<file path="config.mk">
export PLATFORM = sky130hd
export DESIGN_NAME = div32
export DESIGN_NICKNAME = d
export VERILOG_FILES = /design/src/rtl/div32.sv
export SDC_FILE = /design/constraint.sdc
export NUM_CORES = 1
export LEC_CHECK = 0
export ABC_AREA = 0
export BUFFER_PORTS_ARGS = -buffer_cell sky130_fd_sc_hd__buf_4
export CORE_MARGIN = 2
export CORE_UTILIZATION = 58
export DETAILED_ROUTE_END_ITERATION = 10
export GPL_ROUTABILITY_DRIVEN = 0
export GPL_TIMING_DRIVEN = 0
export PLACE_DENSITY = 0.92
export SLEW_MARGIN = 15
export SYNTH_ARGS = -nofsm -noshare
export SYNTH_HDL_FRONTEND = slang
export SYNTH_SLANG_ARGS = --single-unit
</file>
<file path="constraint.sdc">
create_clock -name clk -period 4 [get_ports clk]
set_input_delay 0.2 -clock clk [delete_from_list [all_inputs] [get_ports clk]]
set_output_delay 0.2 -clock clk [all_outputs]
set_load 0.01 [all_outputs]
</file>
<file path="src/rtl/div32.sv">
// div32 -- sequential restoring divider, one quotient bit per clock.
//
// Shares the start/finish handshake of mul32. A start seen in IDLE latches
// the operands. Quotient, remainder and div_by_zero become valid together
// with finish, WIDTH cycles after the accepting edge. finish stays high while
// start is held. A new division needs start to drop and then rise again.
//
// Ports:
//   clk          system clock, rising edge
//   rst          asynchronous active-low reset
//   dividend     numerator, sampled when start is accepted
//   divisor      denominator, sampled when start is accepted
//   is_signed    (DIV32_SIGNED_EN only) two's-complement operands
//   start        level request
//   quotient     registered quotient
//   remainder    registered remainder
//   div_by_zero  registered flag, latched divisor was zero
//   finish       registered result-valid
//
// Optional feature: define DIV32_SIGNED_EN to add the is_signed port and
// truncating signed division (magnitudes through the same core, sign fix-up
// on the final step).
`timescale 1ns/1ps

module div32 #(
  parameter int unsigned WIDTH = 32
) (
  input  logic             clk,
  input  logic             rst,
  input  logic [WIDTH-1:0] dividend,
  input  logic [WIDTH-1:0] divisor,
`ifdef DIV32_SIGNED_EN
  input  logic             is_signed,
`endif
  input  logic             start,
  output logic [WIDTH-1:0] quotient,
  output logic [WIDTH-1:0] remainder,
  output logic             div_by_zero,
  output logic             finish
);

  localparam int unsigned CNT_W = (WIDTH > 1) ? $clog2(WIDTH) : 1;
  localparam logic [CNT_W-1:0] LAST_STEP = CNT_W'(WIDTH - 1);

  localparam logic [1:0] S_IDLE = 2'd0;
  localparam logic [1:0] S_BUSY = 2'd1;
  localparam logic [1:0] S_DONE = 2'd2;

  logic [1:0]       state_q, state_d;
  logic [CNT_W-1:0] cnt_q, cnt_d;
  logic [WIDTH-1:0] qw_q, qw_d;        // working quotient, starts as dividend
  logic [WIDTH-1:0] rw_q, rw_d;        // working remainder
  logic [WIDTH-1:0] dvsr_q, dvsr_d;
  logic             zero_q, zero_d;
  logic             negq_q, negq_d;
  logic             negr_q, negr_d;
  logic [WIDTH-1:0] quotient_q, quotient_d;
  logic [WIDTH-1:0] remainder_q, remainder_d;
  logic             dbz_q, dbz_d;
  logic             finish_q, finish_d;

  logic             a_neg, b_neg;
  logic [WIDTH-1:0] a_mag, b_mag;
  logic [WIDTH:0]   r_shift, diff;
  logic             ge;
  logic [WIDTH-1:0] q_step, r_step;

`ifdef DIV32_SIGNED_EN
  assign a_neg = is_signed & dividend[WIDTH-1];
  assign b_neg = is_signed & divisor[WIDTH-1];
`else
  assign a_neg = 1'b0;
  assign b_neg = 1'b0;
`endif

  assign a_mag = a_neg ? -dividend : dividend;
  assign b_mag = b_neg ? -divisor  : divisor;

  // One restoring step, compared in WIDTH+1 bits so the shifted-out MSB
  // of the partial remainder is never lost.
  assign r_shift = {rw_q, qw_q[WIDTH-1]};
  assign diff    = r_shift - {1'b0, dvsr_q};
  assign ge      = ~diff[WIDTH];
  assign r_step  = ge ? diff[WIDTH-1:0] : r_shift[WIDTH-1:0];
  assign q_step  = {qw_q[WIDTH-2:0], ge};

  always_comb begin
    state_d     = state_q;
    cnt_d       = cnt_q;
    qw_d        = qw_q;
    rw_d        = rw_q;
    dvsr_d      = dvsr_q;
    zero_d      = zero_q;
    negq_d      = negq_q;
    negr_d      = negr_q;
    quotient_d  = quotient_q;
    remainder_d = remainder_q;
    dbz_d       = dbz_q;
    finish_d    = finish_q;

    case (state_q)
      S_IDLE: begin
        finish_d = 1'b0;
        if (start) begin
          qw_d    = a_mag;
          rw_d    = '0;
          dvsr_d  = b_mag;
          zero_d  = (divisor == '0);
          negq_d  = a_neg ^ b_neg;
          negr_d  = a_neg;
          cnt_d   = '0;
          state_d = S_BUSY;
        end
      end
      S_BUSY: begin
        qw_d  = q_step;
        rw_d  = r_step;
        cnt_d = cnt_q + 1'b1;
        if (cnt_q == LAST_STEP) begin
          // Divide-by-zero quotient is all ones regardless of sign; the
          // remainder already equals the dividend after sign restoration.
          quotient_d  = zero_q ? '1 : (negq_q ? -q_step : q_step);
          remainder_d = negr_q ? -r_step : r_step;
          dbz_d       = zero_q;
          finish_d    = 1'b1;
          state_d     = S_DONE;
        end
      end
      S_DONE: begin
        if (!start) begin
          finish_d = 1'b0;
          state_d  = S_IDLE;
        end
      end
      default: begin
        finish_d = 1'b0;
        state_d  = S_IDLE;
      end
    endcase
  end

  always_ff @(posedge clk or negedge rst) begin
    if (!rst) begin
      state_q     <= S_IDLE;
      cnt_q       <= '0;
      qw_q        <= '0;
      rw_q        <= '0;
      dvsr_q      <= '0;
      zero_q      <= 1'b0;
      negq_q      <= 1'b0;
      negr_q      <= 1'b0;
      quotient_q  <= '0;
      remainder_q <= '0;
      dbz_q       <= 1'b0;
      finish_q    <= 1'b0;
    end else begin
      state_q     <= state_d;
      cnt_q       <= cnt_d;
      qw_q        <= qw_d;
      rw_q        <= rw_d;
      dvsr_q      <= dvsr_d;
      zero_q      <= zero_d;
      negq_q      <= negq_d;
      negr_q      <= negr_d;
      quotient_q  <= quotient_d;
      remainder_q <= remainder_d;
      dbz_q       <= dbz_d;
      finish_q    <= finish_d;
    end
  end

  assign quotient    = quotient_q;
  assign remainder   = remainder_q;
  assign div_by_zero = dbz_q;
  assign finish      = finish_q;

endmodule

</file>
==> flow_summary_export.csv <==
group,metric,value,unit
outcome,status,"completed",
synth,synth.most_common_cell,"dfrtp_1",
pwr,power.total,12.1,mW
layout,layout-drive-gt1-share,15.4,%
timing,finalSetupViolCount,0,
synth,synth_seq_area_share,47.4,%
timing,tightestPinTransition,0.868,ns
global_routing,grt_overflow,0,
routing,firstDrtPassIters,5,
worst_hold_path,hold_path.class,"in -> reg",
layout,finalNetCount,1277,
timing,slew_violations,0,
routing,routed.top_layer,"met4",
routing,vias,8486,
routing,final_antenna_net_count,0,
global_routing,grt_pass1_vias,8320,
synth,synth_fp_nets,1100,
pwr,pwr-share-seq,26.1,%
global_routing,grt_pass1_wl,40400,um
synth,synth-edff-count,0,
synth,synth_cell_types,61,
clocking,cts.sinks,170,
routing,vias_per_cell,6.17,
routing,first_iter_violations,789,
synth,syn_area,8980,um2
pwr,p_per_area,1090,nW/um2
clocking,cts_root_buf,"clkbuf_16",
die,coreArea,15100,um2
clocking,ctsLongestPathBuffers,2,
clocking,cts_buffers,17,
timing,hold_viol,0,
timing,period_needed,3.72,ns
worst_setup_path,cp.arrival,4.03,ns
synth,synth_top_area_share,47.4,%
die,fp.dieW,128,um
worst_hold_path,hold_path_depth,3,
die,die_h,128,um
die,initial_core_util,59.3,%
routing,met2WireLength,11800,um
worst_setup_path,critPathKind,"reg -> reg",
routing,drc,0,
worst_setup_path,cp.required,4.31,ns
routing,dr_wl_met3,2020,um
synth,ys_seq_elements,170,
placement,port_buffers,132,
placement,hpwl,17100,um
pwr,p_leak,5.09,nW
routing,wl_met1,9980,um
timing,final.setup.tns,0,ns
clocking,ctsHtreeMaxLevel,4,
timing,fin_crit_sh,93.0,%
global_routing,antenna_found_initial,0,
synth,synthTopCellsByCount,"dfrtp_1, nand2_1, o21ai_0, a21oi_1, nor2_1",
synth,synth.largest_area_cell,"dfrtp_1",
global_routing,grt_util_all_layers,31.0,%
worst_setup_path,path_max_fanout,10,
clocking,cts_tree,"yes",
synth,avgSynthCellArea,9.00,um2
pwr,p_int,6.56,mW
layout,n_antenna_cell,0,
synth,synthCells,998,
worst_setup_path,cp-start-kind,"flip-flop",
pwr,p_clk_share,13.8,%
global_routing,grt_max_degree,104,
worst_setup_path,r2r_cells,14,
routing,drt-total-wl,24800,um
clocking,clk_pin_slew,0.07,ns
worst_setup_path,reg2reg_slack,0.28,ns
synth,synth_ff_type,"dfrtp_1",
synth,yosysWarnings,0,
timing,max_freq,0.269,GHz
clocking,cts_setup_buffers,0,
worst_setup_path,end_kind,"flip-flop",
timing,relSlewSlack,42.1,%
die,die-area,16500,um2
clocking,ctsHoldBuffers,25,
pwr,swShare,45.6,%
die,ioPinCount,133,
pwr,combPwrFrac,60.1,%
routing,wire_per_inst,18.0,um
clocking,cts_resized,0,
synth,synth.area.top_cells,"dfrtp_1, o21ai_0, nand2_1",
clocking,insertion_delay,0.44,ns
pwr,peakVddDrop,0.553,mV
pwr,power.switching,5.50,mW
layout,area.growth.synth_to_final,23.4,%
die,rows,45,
timing,rsz0062_at_grt,"no",
timing,skew,0.0104,ns
job,maxCapViolCount,0,
synth,async_flop_share,100,%
-- flip-flops by register name, summed over array words and instances (netlist names) --
signal,count
dvsr_q,32
quotient,32
qw_q,32
remainder,32
rw_q,32
cnt_q,5
state_q,2
div_by_zero,1
finish,1
zero_q,1
-- power groups by stage --
| stage | Combinational, mW | Sequential (mW) | Clock (mW) |
|---|---|---|---|
| 2_1_floorplan | 5.05 | 3.15 | 0 |
| 3_3_place_gp | 6.70 | 3.09 | 0 |
| 3_5_place_dp | 6.98 | 3.14 | 0 |
| 4_1_cts | 7.12 | 3.13 | 1.67 |
| 5_1_grt | 7.96 | 3.24 | 1.74 |
| 6_report | 7.24 | 3.15 | 1.66 |
-- worst paths after layout --
kind                                          start                        end
max reg2reg                    qw_q[31]$_DFFE_PN0P_  remainder[19]$_DFFE_PN0P_
min in group asynchronous                       rst       qw_q[28]$_DFFE_PN0P_
min reg2reg                quotient[28]$_DFFE_PN0P_   quotient[28]$_DFFE_PN0P_
max in group asynchronous                       rst  remainder[24]$_DFFE_PN0P_
max                            qw_q[31]$_DFFE_PN0P_  remainder[19]$_DFFE_PN0P_
min                                     divisor[15]     dvsr_q[15]$_DFFE_PN0P_
-- metal layers --
metal | GRT usage [%] | vias to the layer above
met3 | 5.90 | 94
met5 | 0 | -
met4 | 14.9 | 0
met2 | 50.3 | 466
met1 | 40.4 | 4083
li1 | - | 3843
-- layout make-up --
class / count / area (um2)
buffer: 61 / 254
inverter: 42 / 158
clock buffer: 17 / 425
timing repair buffer: 158 / 1280
multi-input combinational: 725 / 4320
clock inverter: 15 / 164
sequential: 170 / 4250
tap: 188 / 235
fill: 1013 / 4060
-- critical path, stage by stage, from the launching register on --
cell,delay (ns)
dfrtp_1,0.39
inv_1,0.12
ha_1,0.18
inv_1,0.06
fa_1,0.42
a211oi_2,0.26
o211ai_2,0.16
a31oi_4,0.28
o211ai_2,0.11
a21oi_2,0.27
a21oi_4,0.12
xnor2_4,0.46
buf_6,0.26
mux2i_1,0.37
o21ai_1,0.13
-- metrics by stage --
stage | hold slack (ns) | worst slack, ns | cell area, um2 | cells | utilization [%]
final | 0.00940 | 0.278 | 11100 | 1376 | 73.2
after detailed placement | 0.299 | 0.379 | 10200 | 1319 | 67.6
after CTS | 0.00131 | 0.344 | 11100 | 1376 | 73.2
after floorplan | -0.0956 | 0.863 | 8980 | 998 | -
after global routing | 0.0107 | 0.119 | 11100 | 1376 | 73.2
after global placement | 0.417 | 0.500 | 10200 | 1318 | 67.4
-- cells in the final DEF (no fill, tap or decap), drive strengths merged, types with 8 or more instances in the layout --
cell / instances
mux2i: 32
dfrtp: 170
clkbuf: 68
nor2b: 38
ha: 34
inv: 47
xor2: 10
o21ai: 178
a21oi: 72
dlygate4sd3: 25
nand2: 161
nor2: 53
a21o: 8
xnor2: 21
buf: 143
nor4: 10
a22oi: 32
-- cell families (layout without fill, tap and decap cells) --
kind of cell,after synthesis,after routing,synth area share (%)
AND/OR/NAND/NOR,288,288,14.1
adder cells (fa/ha/maj),35,35,4.96
XOR/XNOR,31,31,3.23
AO/OA/AOI/OAI,336,336,21.8
multiplexers,35,35,3.94
flip-flops,170,170,47.4
buffers and inverters,103,293,4.58
Power figures use the tool's default switching activity.
